===== src/rtl/alu_pkg.sv =====
// Shared definitions for seq_alu: function codes, FSM state encodings and flag bit ordering.
// The flag ordering is also used by the control-unit decode.
package alu_pkg;

  localparam logic [3:0] ALU_ADD = 4'd0;
  localparam logic [3:0] ALU_SUB = 4'd1;
  localparam logic [3:0] ALU_AND = 4'd2;
  localparam logic [3:0] ALU_OR  = 4'd3;
  localparam logic [3:0] ALU_XOR = 4'd4;
  localparam logic [3:0] ALU_SLL = 4'd5;
  localparam logic [3:0] ALU_SRL = 4'd6;
  localparam logic [3:0] ALU_SRA = 4'd7;
  localparam logic [3:0] ALU_MUL = 4'd8;

  typedef enum logic {
    ST_IDLE = 1'b0,
    ST_MUL  = 1'b1
  } state_t;

  localparam int FLG_ZERO  = 0;
  localparam int FLG_SIGN  = 1;
  localparam int FLG_OVF   = 2;
  localparam int FLG_CARRY = 3;
  localparam int FLG_W     = 4;

endpackage


===== src/rtl/seq_alu_mul.sv =====
// Iterative unsigned shift-add multiplier: one partial-product step per cycle, WIDTH steps.
// prod_next is the product after the current step, so the caller can capture it on the last step.
module seq_alu_mul #(
  parameter int WIDTH = 8
) (
  input  logic               clk,
  input  logic               rst,
  input  logic               load,
  input  logic               step,
  input  logic [WIDTH-1:0]   a,
  input  logic [WIDTH-1:0]   b,
  output logic               last,
  output logic [2*WIDTH-1:0] prod_next
);

  localparam int CW = $clog2(WIDTH);

  logic [WIDTH-1:0] mcand_q;
  logic [WIDTH-1:0] hi_q;
  logic [WIDTH-1:0] lo_q;
  logic [CW-1:0]    cnt_q;
  logic [WIDTH:0]   add;

  // lo_q holds the unconsumed multiplier bits; the shifted-out sum fills in from the top
  always_comb begin
    add       = {1'b0, hi_q} + (lo_q[0] ? {1'b0, mcand_q} : '0);
    prod_next = {add, lo_q[WIDTH-1:1]};
    last      = (cnt_q == '0);
  end

  always_ff @(posedge clk) begin
    if (rst) begin
      mcand_q <= '0;
      hi_q    <= '0;
      lo_q    <= '0;
      cnt_q   <= '0;
    end else if (load) begin
      mcand_q <= a;
      hi_q    <= '0;
      lo_q    <= b;
      cnt_q   <= CW'(WIDTH - 1);
    end else if (step) begin
      {hi_q, lo_q} <= prod_next;
      cnt_q        <= cnt_q - 1'b1;
    end
  end

endmodule


===== src/rtl/seq_alu.sv =====
// Registered ALU with start/done handshake; single-cycle logic/arith/shift ops.
// Define SEQ_ALU_MUL_EN to add the multi-cycle MUL (func 8); otherwise func 8 is reserved.
module seq_alu
  import alu_pkg::*;
#(
  parameter int WIDTH = 8
) (
  input  logic             clk,
  input  logic             rst,
  input  logic             start,
  input  logic [3:0]       func,
  input  logic [WIDTH-1:0] op1,
  input  logic [WIDTH-1:0] op2,
  output logic             ready,
  output logic             done,
  output logic [WIDTH-1:0] result,
  output logic [WIDTH-1:0] result_hi,
  output logic             zero,
  output logic             sign,
  output logic             ovf,
  output logic             carry
);

  localparam int SHW = $clog2(WIDTH);

  logic [WIDTH:0]     sum;
  logic [WIDTH:0]     diff;
  logic [SHW-1:0]     shamt;
  logic [WIDTH-1:0]   alu_res;
  logic               alu_ovf;
  logic               alu_carry;
  logic               single_go;
  logic [WIDTH-1:0]   result_q;
  logic               done_q;
  logic [FLG_W-1:0]   flags_q;

  always_comb begin
    sum       = {1'b0, op1} + {1'b0, op2};
    diff      = {1'b0, op1} - {1'b0, op2};
    shamt     = op2[SHW-1:0];
    alu_res   = '0;
    alu_ovf   = 1'b0;
    alu_carry = 1'b0;
    case (func)
      ALU_ADD: begin
        alu_res   = sum[WIDTH-1:0];
        alu_carry = sum[WIDTH];
        alu_ovf   = (op1[WIDTH-1] == op2[WIDTH-1]) && (sum[WIDTH-1] != op1[WIDTH-1]);
      end
      ALU_SUB: begin
        // the extra top bit of the unsigned difference is the borrow
        alu_res   = diff[WIDTH-1:0];
        alu_carry = diff[WIDTH];
        alu_ovf   = (op1[WIDTH-1] != op2[WIDTH-1]) && (diff[WIDTH-1] != op1[WIDTH-1]);
      end
      ALU_AND: alu_res = op1 & op2;
      ALU_OR:  alu_res = op1 | op2;
      ALU_XOR: alu_res = op1 ^ op2;
      ALU_SLL: alu_res = op1 << shamt;
      ALU_SRL: alu_res = op1 >> shamt;
      ALU_SRA: alu_res = $unsigned($signed(op1) >>> shamt);
      default: ;
    endcase
  end

`ifdef SEQ_ALU_MUL_EN
  state_t             state_q;
  state_t             state_d;
  logic               mul_load;
  logic               mul_step;
  logic               mul_last;
  logic [2*WIDTH-1:0] mul_prod;
  logic [WIDTH-1:0]   result_hi_q;

  always_ff @(posedge clk) begin
    if (rst) state_q <= ST_IDLE;
    else     state_q <= state_d;
  end

  always_comb begin
    state_d  = state_q;
    mul_load = 1'b0;
    mul_step = 1'b0;
    case (state_q)
      ST_IDLE: begin
        if (start && func == ALU_MUL) begin
          mul_load = 1'b1;
          state_d  = ST_MUL;
        end
      end
      ST_MUL: begin
        mul_step = 1'b1;
        if (mul_last) state_d = ST_IDLE;
      end
      default: state_d = ST_IDLE;
    endcase
  end

  assign ready     = (state_q == ST_IDLE);
  assign single_go = ready && start && (func != ALU_MUL);
  assign result_hi = result_hi_q;

  seq_alu_mul #(.WIDTH(WIDTH)) u_mul (
    .clk       (clk),
    .rst       (rst),
    .load      (mul_load),
    .step      (mul_step),
    .a         (op1),
    .b         (op2),
    .last      (mul_last),
    .prod_next (mul_prod)
  );

  always_ff @(posedge clk) begin
    if (rst) begin
      result_hi_q <= '0;
    end else if (single_go) begin
      result_hi_q <= '0;
    end else if (mul_step && mul_last) begin
      result_hi_q <= mul_prod[2*WIDTH-1:WIDTH];
    end
  end
`else
  assign ready     = 1'b1;
  assign single_go = start;
  assign result_hi = '0;
`endif

  always_ff @(posedge clk) begin
    if (rst) begin
      result_q <= '0;
      flags_q  <= FLG_W'(1) << FLG_ZERO;
      done_q   <= 1'b0;
    end else begin
      done_q <= 1'b0;
      if (single_go) begin
        result_q           <= alu_res;
        flags_q[FLG_ZERO]  <= (alu_res == '0);
        flags_q[FLG_SIGN]  <= alu_res[WIDTH-1];
        flags_q[FLG_OVF]   <= alu_ovf;
        flags_q[FLG_CARRY] <= alu_carry;
        done_q             <= 1'b1;
      end
`ifdef SEQ_ALU_MUL_EN
      else if (mul_step && mul_last) begin
        result_q           <= mul_prod[WIDTH-1:0];
        flags_q[FLG_ZERO]  <= (mul_prod[WIDTH-1:0] == '0);
        flags_q[FLG_SIGN]  <= mul_prod[WIDTH-1];
        flags_q[FLG_OVF]   <= (mul_prod[2*WIDTH-1:WIDTH] != '0);
        flags_q[FLG_CARRY] <= 1'b0;
        done_q             <= 1'b1;
      end
`endif
    end
  end

  assign result = result_q;
  assign done   = done_q;
  assign zero   = flags_q[FLG_ZERO];
  assign sign   = flags_q[FLG_SIGN];
  assign ovf    = flags_q[FLG_OVF];
  assign carry  = flags_q[FLG_CARRY];

endmodule


===== config.mk =====
export PLATFORM = sky130hd
export DESIGN_NAME = seq_alu
export DESIGN_NICKNAME = d
export VERILOG_FILES = /design/src/rtl/alu_pkg.sv /design/src/rtl/seq_alu_mul.sv /design/src/rtl/seq_alu.sv
export SDC_FILE = /design/constraint.sdc
export NUM_CORES = 1
export LEC_CHECK = 0
export CORE_ASPECT_RATIO = 1.4
export CORE_UTILIZATION = 55
export CTS_CLUSTER_SIZE = 28
export DETAILED_ROUTE_END_ITERATION = 8
export PLACE_DENSITY = 0.81
export RECOVER_POWER = 50
export REMOVE_ABC_BUFFERS = 1
export SLEW_MARGIN = 10
export SYNTH_ARGS = -nofsm -noshare
export SYNTH_HDL_FRONTEND = slang
export SYNTH_HIERARCHICAL = 1
export SYNTH_SLANG_ARGS = --single-unit

===== constraint.sdc =====
create_clock -name clk -period 6.7 [get_ports clk]
set_input_delay 0.67 -clock clk [delete_from_list [all_inputs] [get_ports clk]]
set_output_delay 0.67 -clock clk [all_outputs]
set_load 0.01 [all_outputs]

# Word level (Yosys, flattened, before mapping)

Cells that the tools add are included.

Register bits after elaboration: 13
Output and inout bits: 22
Memory bits (read-only): 0
Memories kept: 0
Input bits: 23
Bits in latches: 0
Word-level logic and storage cells: 30
Bits in writable memories: 0

$lt $le $gt $ge: 0
Shifts and indexed selects: 3
Add/subtract/negate cells: 2
Reduce and logical (&&, ||, !) cells: 4
Bitwise logic cells: 3
Muxes and demuxes: 4
Eq/ne operators: 11
Divide/modulo/power cells: 0
Multiply operators: 0

Operators by type and width:

| cell                                                | count |
|---|---|
| one-hot mux 8 bit (8 select lines)                  | 1 |
| equality test 4 x 3 -> 1 bit, second input constant | 4 |
| adder 8 x 8 -> 9 bit                                | 1 |
| subtractor 8 x 8 -> 9 bit                           | 1 |
| bitwise AND 8 bit                                   | 1 |
| equality test 4 x 2 -> 1 bit, second input constant | 2 |
| logical NOT 8 bit                                   | 1 |
| OR 8 bit                                            | 1 |
| left shift 8 x 3 -> 8 bit                           | 1 |
| right shift 8 x 3 -> 8 bit                          | 1 |
| >>> shifter 8 x 3 -> 8 bit                          | 1 |
| XOR 8 bit                                           | 1 |
| equality test 4 x 1 -> 1 bit, second input constant | 1 |
| logical NOT 4 bit                                   | 1 |
| one-hot mux 1 bit (2 select lines)                  | 2 |
| != test 1 bit                                       | 3 |
| logical AND 1 bit                                   | 2 |
| equality test 1 bit                                 | 1 |
| 2-to-1 mux 1 bit                                    | 1 |

# Logic depth before layout (Yosys ltp)

Gate-level depths: netlist of the first run.

Word-level depth: 4
Gate-level depth with buffers: 11
Gate-level depth less buffers: 10

# Least setup slack after synthesis of the first run

OpenSTA, ideal clock, no wires.

Path kind: input to register
Start point: in op2[2]
End point: reg flags_q[0]
Library setup time: 0.059 ns
Slack: 4.030 ns
Required time: 6.641 ns
Buffers on the path: 2
Stages on the path: 11
Data arrival time: 2.611 ns
Cell sequence: clkbuf_8 -> inv_1 -> ha_1 -> clkbuf_1 -> and3_1 -> o2bb2ai_1 -> or2_1 -> a221oi_2 -> o21ai_1 -> nor4_2 -> a31o_1

Cells in the longest elaborated chain, start to end: 3
Elaborated cells on any way between the ends: 10
Classes of those cells: add/sub (2); shift (3); mux (1); bitwise (3); reduce/logical (1)

Ends and longest elaborated chain:

| item                                                    | RTL line       | source |
|---|---|---|
| from (decl)                                             | seq_alu.sv:13  | `input logic [WIDTH-1:0] op2,` |
| subtractor 8 x 8 -> 9 bit, or another cell as far along | seq_alu.sv:39  | `diff = {1'b0, op1} - {1'b0, op2};` |
| one-hot mux 8 bit (8 select lines) (*)                  | seq_alu.sv:44  | `case (func)` |
| logical NOT 8 bit (*)                                   | seq_alu.sv:138 | `flags_q[FLG_ZERO] <= (alu_res == '0);` |
| to (signal, indexed assignment)                         | seq_alu.sv:138 |  |
| to (signal, indexed assignment)                         | seq_alu.sv:139 | `flags_q[FLG_SIGN] <= alu_res[WIDTH-1];` |
| to (signal, indexed assignment)                         | seq_alu.sv:140 | `flags_q[FLG_OVF] <= alu_ovf;` |
| to (decl)                                               | seq_alu.sv:35  | `logic [FLG_W-1:0] flags_q;` |

Every way passes the cells marked *; elsewhere a longest branch is shown, timed or not.
A chain may end at the register's enable or synchronous reset.

# Worst setup path after layout of the first run

Start point: in op2[1]
End point: reg flags_q[0]

The elaborated chain is that of the path after synthesis.

==> results of run 1 <==
[cell usage in the layout (no fill, tap or decap), drive strengths merged, types with 6 or more instances in the layout]
cell type	n
ha	25
nor2	24
clkdlybuf4s50	23
inv	20
nand2	17
a21oi	15
dfxtp	12
dlygate4sd3	12
o21ai	12
nor3	11
conb	9
nand3b	8
mux2i	7
a211oi	7
o211ai	6
[layout make-up]
cell class / instances / area [um^2] / share of cell area [%]
repair buffers: 35 / 350.3 / 13.07
clock buffers: 4 / 55.05 / 2.054
inverters: 22 / 82.58 / 3.081
flip-flops and latches: 12 / 240.2 / 8.964
multi-input cells: 234 / 1877 / 70.03
well taps: 60 / 75.07 / 2.801
[stage by stage]
stage	setup slack (ns)	power, uW	utilization [%]	cells	hold WS [ns]
finish	2.887	322.4	63.22	367	0.4632
global route	2.686	341.3	63.22	367	0.4883
CTS	2.910	325.0	63.22	367	0.4666
detailed placement	2.622	245.2	61.92	363	0.4582
global placement	2.744	243.6	61.92	363	0.4612
floorplan	4.151	178.9	-	268	0.4839
[sequential cells by signal (all words and copies together), names as in the netlist]
register and count:
done 1, result 7, flags_q 4
[metal layers]
| layer | GRT usage (%) | part of all wire, % | vias to the layer above |
|---|---|---|---|
| met4 | 13.81 | 5.0 | 0 |
| li1 | - | - | 1101 |
| met5 | 0 | 0 | - |
| met1 | 34.24 | 39 | 1036 |
| met2 | 48.28 | 50 | 113 |
| met3 | 0.7962 | 6.2 | 22 |
[cell families (layout without fill, tap and decap cells)]
logic type	after synthesis	count (layout)	synth area share, %
AND/OR/NAND/NOR	93	93	22.87
AO/OA/AOI/OAI	89	89	28.38
buffers and inverters	54	61	14.88
adder cells (fa/ha/maj)	27	27	14.37
multiplexers	16	16	9.424
flip-flops	12	12	9.781
other	2	9	0.3058
[worst min-delay path by stage]
| stage | to | slack [ns] | cells past startpoint |
|---|---|---|---|
| after floorplan | flags_q[2] | 0.48 | 2 |
| after global placement | flags_q[2] | 0.46 | 2 |
| after detailed placement | flags_q[2] | 0.46 | 2 |
| after CTS | flags_q[2] | 0.47 | 2 |
| after global routing | result[1] | 0.49 | 2 |
| final | flags_q[2] | 0.46 | 2 |
[worst max-delay path: stages]
cell,delay (ns)
clkdlybuf4s50_1,0.98
clkinv_1,0.46
ha_1,0.43
o21ba_2,0.22
nor4_1,0.26
nor3_1,0.14
o221a_2,0.30
o21ai_1,0.21
nor4_2,0.08
a31o_1,0.21
[power by group through the flow]
stage / Clock (uW) / Sequential [uW] / Combinational [uW]
4_1_cts: 80.8 / 79.2 / 165
5_1_grt: 82.9 / 79.3 / 179
6_report: 78.6 / 78.9 / 165
3_3_place_gp: 0 / 80.6 / 163
2_1_floorplan: 0 / 83.5 / 95.4
3_5_place_dp: 0 / 80.7 / 165
==> summary.md, run 1 <==
| Metric | Value |
|---|---|
| Worst Setup EP | `flags_q[0]` |
| Crit path from | `op2[1]` |
| P_int | `200.7 uW` |
| Period utilization | `56.90%` |
| Fillers | `388` |
| CTS resizes | `0` |
| Max-cap viol count | `0` |
| Final hold vios | `0` |
| Final setup violating endpoints | `0` |
| Iteration count of the initial detailed-routing pass | `4` |
| RSZ-0062 raised after global routing | `no` |
| Rows | `28` |
| N_diodes | `0` |
| Grt ovf | `0` |
| DP Area | `0.002625 mm^2` |
| Nets | `358` |
| CTS H-tree depth | `1` |
| CTS Hold Buffers Added | `0` |
| Sequential Power Share | `24.5%` |
| Layout cells sized above 1 | `11.07%` |
| Largest net degree at the start of global routing | `22` |
| DR iter-0 viols | `116` |
| Synth top area share | `12.74%` |
| CTS tree | `done` |
| I/O pin cnt | `45` |
| Reg clk slew, reported paths | `0.05 ns` |
| Yosys warning count | `6` |
| IO Port Bufs | `35` |
| Setup TNS | `0 ns` |
| Die width | `58.48 um` |
| Most common cell in the netlist | `ha_1` |
| Via count | `2272` |
| Worst clock skew | `0 ns` |
| Residual DRC count | `0` |
| Setup crit end kind | `register` |
| Reg2reg path depth | `2` |
| FF-to-FF End | `flags_q[0]` |
| Die area | `0.004741 mm^2` |
| Power Density | `120.3 mW/mm^2` |
| Post-Syn Instances | `293` |
| Slew @ Worst Pin | `0.9094 ns` |
| Num CTS Buffers | `3` |
| Switching share of power | `37.74%` |
| Fmax | `262.3 MHz` |
| Worst-path fanout max | `20` |
| Core area | `0.004239 mm^2` |
| CP Class | `input port to register` |
| HP Class | `register to register` |
| Synth Flop Type | `dfxtp_1` |
| Remaining antenna violation count after routing | `0` |
| Cell area after synthesis | `0.002456 mm^2` |
| Post-synth ARST share | `0%` |
| Slew Limit Fails | `0` |
| Clk buf depth | `2` |
| Post-CTS Setup Inserts | `0` |
| Flop-to-flop setup slack | `5.94 ns` |
| P_leak | `0.001110 uW` |
| Cell taking the most area after synthesis | `ha_1` |
| Initial Utilization | `57.94%` |
| Hold Path Origin | `flags_q[2]` |
| Synth cell types | `80` |
| Via/cell ratio | `6.191` |
| Synth top area cells | `ha_1 (13%), dfxtp_1 (9.8%), mux4_2 (4.6%)` |
| Wire per inst | `17.06 um` |
| Data required time at the worst endpoint | `6.84 ns` |
| Global-route wire length before repair | `9977 um` |
| Layout area overhead | `9.119%` |
| Commonest cells post-synth | `ha_1 (25), nor2_1 (23), inv_1 (20)` |
| Sequential fraction of the synthesis area | `9.781%` |
| Tot GR Track Use | `27.57%` |
| RR Startpoint | `flags_q[0]` |
| Switch Pwr | `121.7 uW` |
| Seq cells post-synth | `12` |
| Data arrival, critical path | `3.95 ns` |
| Final instance area | `0.002680 mm^2` |
| Final HPWL DP | `4975 um` |
| Worst vdd ir | `0.06046 mV` |
| Final Critical Period | `3.813 ns` |
| Vias in the first global route | `2012` |
| Post-synth EDFFs | `0` |
| GP Congestion | `1.034` |
| Antenna violations before repair | `0` |
| Clock share of power | `24.4%` |
| Sink Count | `12` |
| Post-Syn Area per Cell | `8.383 um^2` |
| Rel. slew slack | `39.18%` |
| Root Buffer | `clkbuf_8` |
| Final WL | `6261 um` |
| Latest clock arrival within the worst-skew pair | `0.24 ns` |
| Status | `finished, final reports clean` |
| Crit start category | `input port` |
| Die Y | `81.07 um` |
| Comb pwr share | `51.1%` |
(Power assumes the default switching activity.)
==> run 2: changes to the inputs <==
--- a/config.mk
+++ b/config.mk
@@ -6,10 +6,10 @@
 export NUM_CORES = 1
 export LEC_CHECK = 0
 export CORE_ASPECT_RATIO = 1.4
-export CORE_UTILIZATION = 55
+export CORE_UTILIZATION = 49
 export CTS_CLUSTER_SIZE = 28
 export DETAILED_ROUTE_END_ITERATION = 8
-export PLACE_DENSITY = 0.81
+export PLACE_DENSITY = 0.76
 export RECOVER_POWER = 50
 export REMOVE_ABC_BUFFERS = 1
 export SLEW_MARGIN = 10
==> constraint.sdc (replaced) <==
create_clock -name clk -period 3.28 [get_ports clk]
set_input_delay 0.328 -clock clk [delete_from_list [all_inputs] [get_ports clk]]
set_output_delay 0.328 -clock clk [all_outputs]
set_load 0.01 [all_outputs]
==> run 2 against run 1 <==
Compared with the run above:
- cell count up 5.7%
- largest cell class unchanged
- sequential power up 100%
- setup slack worse by 2.4 ns
- clock power up 100%
- worst hold slack worse by 0.0037 ns
- first-iteration DRC count up 3.4%
- sequential share of layout area down 0.41 points
- clock skew unchanged
- cell area up 4.8%
- power up 110%
==> summary.md, run 2 (synthesis results as in run 1) <==
| Metric | Value |
|---|---|
| CP Class | `input port to register` |
| Slew @ Worst Pin | `0.8585 ns` |
| Remaining antenna violation count after routing | `0` |
| Final hold vios | `0` |
| Total power | `676.2 uW` |
| Fillers | `436` |
| Met1 GRT Util | `32.17%` |
| GR Util met2 | `43.50%` |
| Largest net degree at the start of global routing | `20` |
| IO Port Bufs | `35` |
| Data required time at the worst endpoint | `3.47 ns` |
| Worst clock skew | `0 ns` |
| Via/cell ratio | `6.180` |
| Setup TNS | `0 ns` |
| Die area | `0.005304 mm^2` |
| Crit start category | `input port` |
| Data arrival, critical path | `3.00 ns` |
| Final HPWL DP | `5400 um` |
| CTS resizes | `0` |
| Post-placement cell count | `384` |
| Global-route wire length before repair | `10470 um` |
| Worst vdd ir | `0.09780 mV` |
| CP max stage delay | `0.56 ns` |
| Via count | `2398` |
| Max-cap viol count | `0` |
| Die width | `61.84 um` |
| CTS tree | `done` |
| Worst-path fanout max | `6` |
| Core area | `0.004842 mm^2` |
| Iteration count of the initial detailed-routing pass | `4` |
| Num CTS Buffers | `3` |
| Antenna violations before repair | `0` |
| Root Buffer | `clkbuf_8` |
| Rows | `30` |
| CTS Hold Buffers Added | `0` |
| Hold Slack | `0.4595 ns` |
| Setup crit end kind | `register` |
| Fmax | `356.3 MHz` |
| Tot GR Track Use | `26.11%` |
| Period utilization | `85.56%` |
| Reg clk slew, reported paths | `0.05 ns` |
| Sink Count | `12` |
| RSZ-0062 raised after global routing | `no` |
| Crit-path cells | `clkdlybuf4s50_1 -> inv_1 -> ha_1 -> fa_1 -> nor3_1 -> nor3_1 -> a221o_1 -> a221oi_2 -> nand4_1 -> nor4_2 -> a31o_1` |
| DP Area | `0.002758 mm^2` |
| Slew Limit Fails | `0` |
| Final instance area | `0.002809 mm^2` |
| Flip-flop count of the largest register after layout | `7` |
| Final Critical Period | `2.806 ns` |
| Clk buf depth | `2` |
| GP Congestion | `0.9472` |
| Grt ovf | `0` |
| CP bufs+invs | `2` |
| Rel. slew slack | `42.62%` |
| Slowest cell on crit path | `clkdlybuf4s50_1` |
| HP Class | `register to register` |
| Power Density | `240.7 mW/mm^2` |
| Residual DRC count | `0` |
| Nets | `375` |
| Most common cell after layout, fill and taps aside | `ha_1` |
| Status | `finished, final reports clean` |
| I/O pin cnt | `45` |
| Final WL | `6684 um` |
| Wire per inst | `17.23 um` |
| Gr busiest metal | `met2` |
| Family with the most delay on the worst path | `compound AO/OA/AOI/OAI gates` |
| Die Y | `85.77 um` |
| Final Non-Filler Cells | `388` |
| Most Frequent Cell on Critical Path | `nor3_1` |
| N_diodes | `0` |
| Layout cells sized above 1 | `15.43%` |
| Most frequent cells in the layout | `ha_1 (25), clkdlybuf4s50_1 (24), nor2_1 (23)` |
| Vias in the first global route | `2131` |
| Latest clock arrival within the worst-skew pair | `0.24 ns` |
| P_leak | `0.001186 uW` |
| Met3 usage | `1.810%` |
| CTS H-tree depth | `1` |
| Final setup violating endpoints | `0` |
| Initial Utilization | `50.72%` |
| Post-CTS Setup Inserts | `0` |
| DR iter-0 viols | `120` |
| Layout area overhead | `14.37%` |
run 2: routing by layer:
| layer | wire, um | vias up |
|---|---|---|
| met5 | 0 | - |
| met4 | 374 | 0 |
| met3 | 331 | 31 |
| met2 | 3323 | 104 |
| met1 | 2654 | 1134 |
| li1 | - | 1129 |
run 2: area by class of cell:
type,instances,area (um^2),share of cell area [%]
clock buffer,4,55.05,1.960
inverter,22,82.58,2.940
multi-input combinational,234,1877,66.82
sequential,12,240.2,8.552
tap,64,80.08,2.851
timing repair buffer,52,474.2,16.88
run 2: worst min-delay path, stage by stage (launching register included):
cell	delay (ns)
dfxtp_1	0.30
nand2_1	0.06
a21oi_1	0.05
run 2: stage by stage:
stage | setup WS [ns] | util, %
after global placement | 0.3592 | 56.95
after detailed placement | 0.2853 | 56.95
after floorplan | 1.073 | -
final | 0.4736 | 58.01
after global routing | 0.3377 | 58.01
after CTS | 0.5296 | 58.09
run 2: path summary, 6_finish.rpt:
path               from  slack [ns]    endpoint  cells past startpoint
max              op1[0]        0.47  flags_q[0]                     11
min          flags_q[2]        0.46  flags_q[2]                      2
max reg2reg  flags_q[0]        2.52  flags_q[0]                      2
min reg2reg  flags_q[2]        0.46  flags_q[2]                      2
run 2: power breakdown:
| part | switching [uW] | internal, uW | total, uW |
|---|---|---|---|
| sequential | 4.63 | 157 | 161 |
| combinational | 195 | 160 | 354 |
| clock | 54.6 | 106 | 161 |
| total | 254 | 422 | 676 |
==> run 3: changes to the inputs <==
--- a/config.mk
+++ b/config.mk
@@ -5,7 +5,7 @@
 export SDC_FILE = /design/constraint.sdc
 export NUM_CORES = 1
 export LEC_CHECK = 0
-export CORE_ASPECT_RATIO = 1.4
+export CORE_ASPECT_RATIO = 0.5
 export CORE_UTILIZATION = 49
 export CTS_CLUSTER_SIZE = 28
 export DETAILED_ROUTE_END_ITERATION = 8
==> run 3 against run 2 <==
Compared with the run above:
- register-to-register slack got worse by 0.02 ns
- count of clock-buffer cells in the layout unchanged
- sequential power about the same
- cell count increased by 0.77%
- critical endpoint unchanged
- largest cell class unchanged
- largest power group unchanged
- highest routed layer unchanged
==> summary.md, run 3 (synthesis results as in run 1) <==
| Metric | Value |
|---|---|
| Status | `finished, final reports clean` |
| Footprint of the multi-input gates | `0.001877 mm^2` |
| HP Class | `register to register` |
| Clock share of power | `23.5%` |
| Worst clock skew | `0 ns` |
| Slew Limit Fails | `0` |
| Power Density | `240.6 mW/mm^2` |
| P_int | `421.8 uW` |
| Slowest cell on crit path | `clkdlybuf4s50_1` |
| Reg2reg path depth | `2` |
| WL met3 | `727 um` |
| RSZ-0062 raised after global routing | `no` |
| Tot GR Track Use | `26.28%` |
| Vias in the first global route | `2177` |
| P_leak | `0.001192 uW` |
| CTS resizes | `0` |
| Fillers | `419` |
| Final Critical Period | `2.862 ns` |
| Max-cap viol count | `0` |
| Worst vdd ir | `0.1565 mV` |
| Layout cells sized above 1 | `15.69%` |
| Final WL | `6762 um` |
| Layout area overhead | `14.77%` |
| Via/cell ratio | `6.141` |
| Min-Delay Path Depth | `2` |
| Sequential Power Share | `23.9%` |
| N_diodes | `0` |
| Most frequent cells in the layout | `ha_1 (25), clkdlybuf4s50_1 (24), nor2_1 (23)` |
| Switch Pwr | `256.3 uW` |
| Top sig layer | `met4` |
| CTS tree | `done` |
| Core area | `0.004594 mm^2` |
| FF/Latch Area | `240.2 um^2` |
| Final HPWL DP | `5360 um` |
| I/O pin cnt | `45` |
| Nets | `376` |
| Die area | `0.005317 mm^2` |
| Setup TNS | `0 ns` |
| DR iter-0 viols | `264` |
| Flip-flop count of the largest register after layout | `7` |
| IO Port Bufs | `35` |
| CP Class | `input port to register` |
| Switching share of power | `37.80%` |
| Data required time at the worst endpoint | `3.47 ns` |
| Crit start category | `input port` |
| Remaining antenna violation count after routing | `0` |
| CTS Hold Buffers Added | `0` |
| Root Buffer | `clkbuf_8` |
| Antenna violations before repair | `0` |
| Routed wl met2 | `2921 um` |
| Die width | `102.1 um` |
| GP Congestion | `1.032` |
| Final setup violating endpoints | `0` |
| Via count | `2401` |
| Final hold vios | `0` |
| Num CTS Buffers | `3` |
| Rel. slew slack | `52.79%` |
| Data arrival, critical path | `3.05 ns` |
| Worst-path fanout max | `6` |
| Most Frequent Cell on Critical Path | `nor3_1` |
| Global-route wire length before repair | `10760 um` |
| Setup crit end kind | `register` |
| Post-CTS Setup Inserts | `0` |
| Residual DRC count | `0` |
| Latest clock arrival within the worst-skew pair | `0.24 ns` |
| CTS H-tree depth | `1` |
| Slew @ Worst Pin | `0.7060 ns` |
| Period utilization | `87.26%` |
| Largest net degree at the start of global routing | `22` |
| Die Y | `52.06 um` |
| Comb pwr share | `52.7%` |
| Sink Count | `12` |
| Hold Slack | `0.4695 ns` |
| Most common cell after layout, fill and taps aside | `ha_1` |
| Iteration count of the initial detailed-routing pass | `5` |
| Fmax | `349.4 MHz` |
| Reg clk slew, reported paths | `0.05 ns` |
| Grt ovf | `0` |
| CP max stage delay | `0.57 ns` |
| Wire per inst | `17.29 um` |
| Initial Utilization | `53.46%` |
| Crit-path cells | `clkdlybuf4s50_1 -> inv_1 -> ha_1 -> fa_1 -> nor3_1 -> nor3_1 -> a221o_1 -> a221oi_2 -> nand4_1 -> nor4_2 -> a31o_1` |
| Clk buf depth | `2` |
| WL met1 | `3046 um` |
| Rows | `17` |
==> run 3: layout make-up <==
class | count | area share [%]
multi-input combinational | 234 | 66.58
timing repair buffer | 53 | 17.09
sequential | 12 | 8.522
inverter | 22 | 2.929
tap | 66 | 2.929
clock buffer | 4 | 1.953
==> run 3: worst max-delay path, delay by kind of cell <==
family	cells	cell delay, ns
adders and majority gates	2	0.65
buffers and inverters	2	0.67
and+or+nand+nor	4	0.55
AOI/OAI and AO/OA	3	0.84
==> run 3: layer usage <==
layer	up-vias	track usage, %
met5	-	0
met4	0	7.619
met3	12	5.645
met2	153	41.83
met1	1097	35.70
li1	1139	-
==> run 3: final timing paths <==
kind	from	slack [ns]	to
setup / recovery	op1[0]	0.42	flags_q[0]
hold reg to reg	flags_q[2]	0.47	flags_q[2]
setup reg to reg	flags_q[0]	2.50	flags_q[0]
hold / removal	flags_q[2]	0.47	flags_q[2]
==> run 3: per-stage QoR <==
step / utilization, % / power (uW) / area [um^2] / setup slack (ns) / cells
after detailed placement: 60.24 / 518.1 / 2768 / 0.2227 / 387
after CTS: 61.44 / 679.2 / 2823 / 0.4587 / 391
final: 61.36 / 678.1 / 2819 / 0.4179 / 391
after global placement: 60.24 / 511.1 / 2768 / 0.2960 / 387
after floorplan: - / 365.5 / 2200 / 1.073 / 268
after global routing: 61.36 / 715.3 / 2819 / 0.3231 / 391
==> run 3: power by group through the flow <==
stage          logic, uW  registers, uW  clock network [uW]
3_3_place_gp         346            165                   0
3_5_place_dp         353            165                   0
2_1_floorplan        195            171                   0
4_1_cts              354            162                 163
6_report             357            162                 159
5_1_grt              385            163                 167
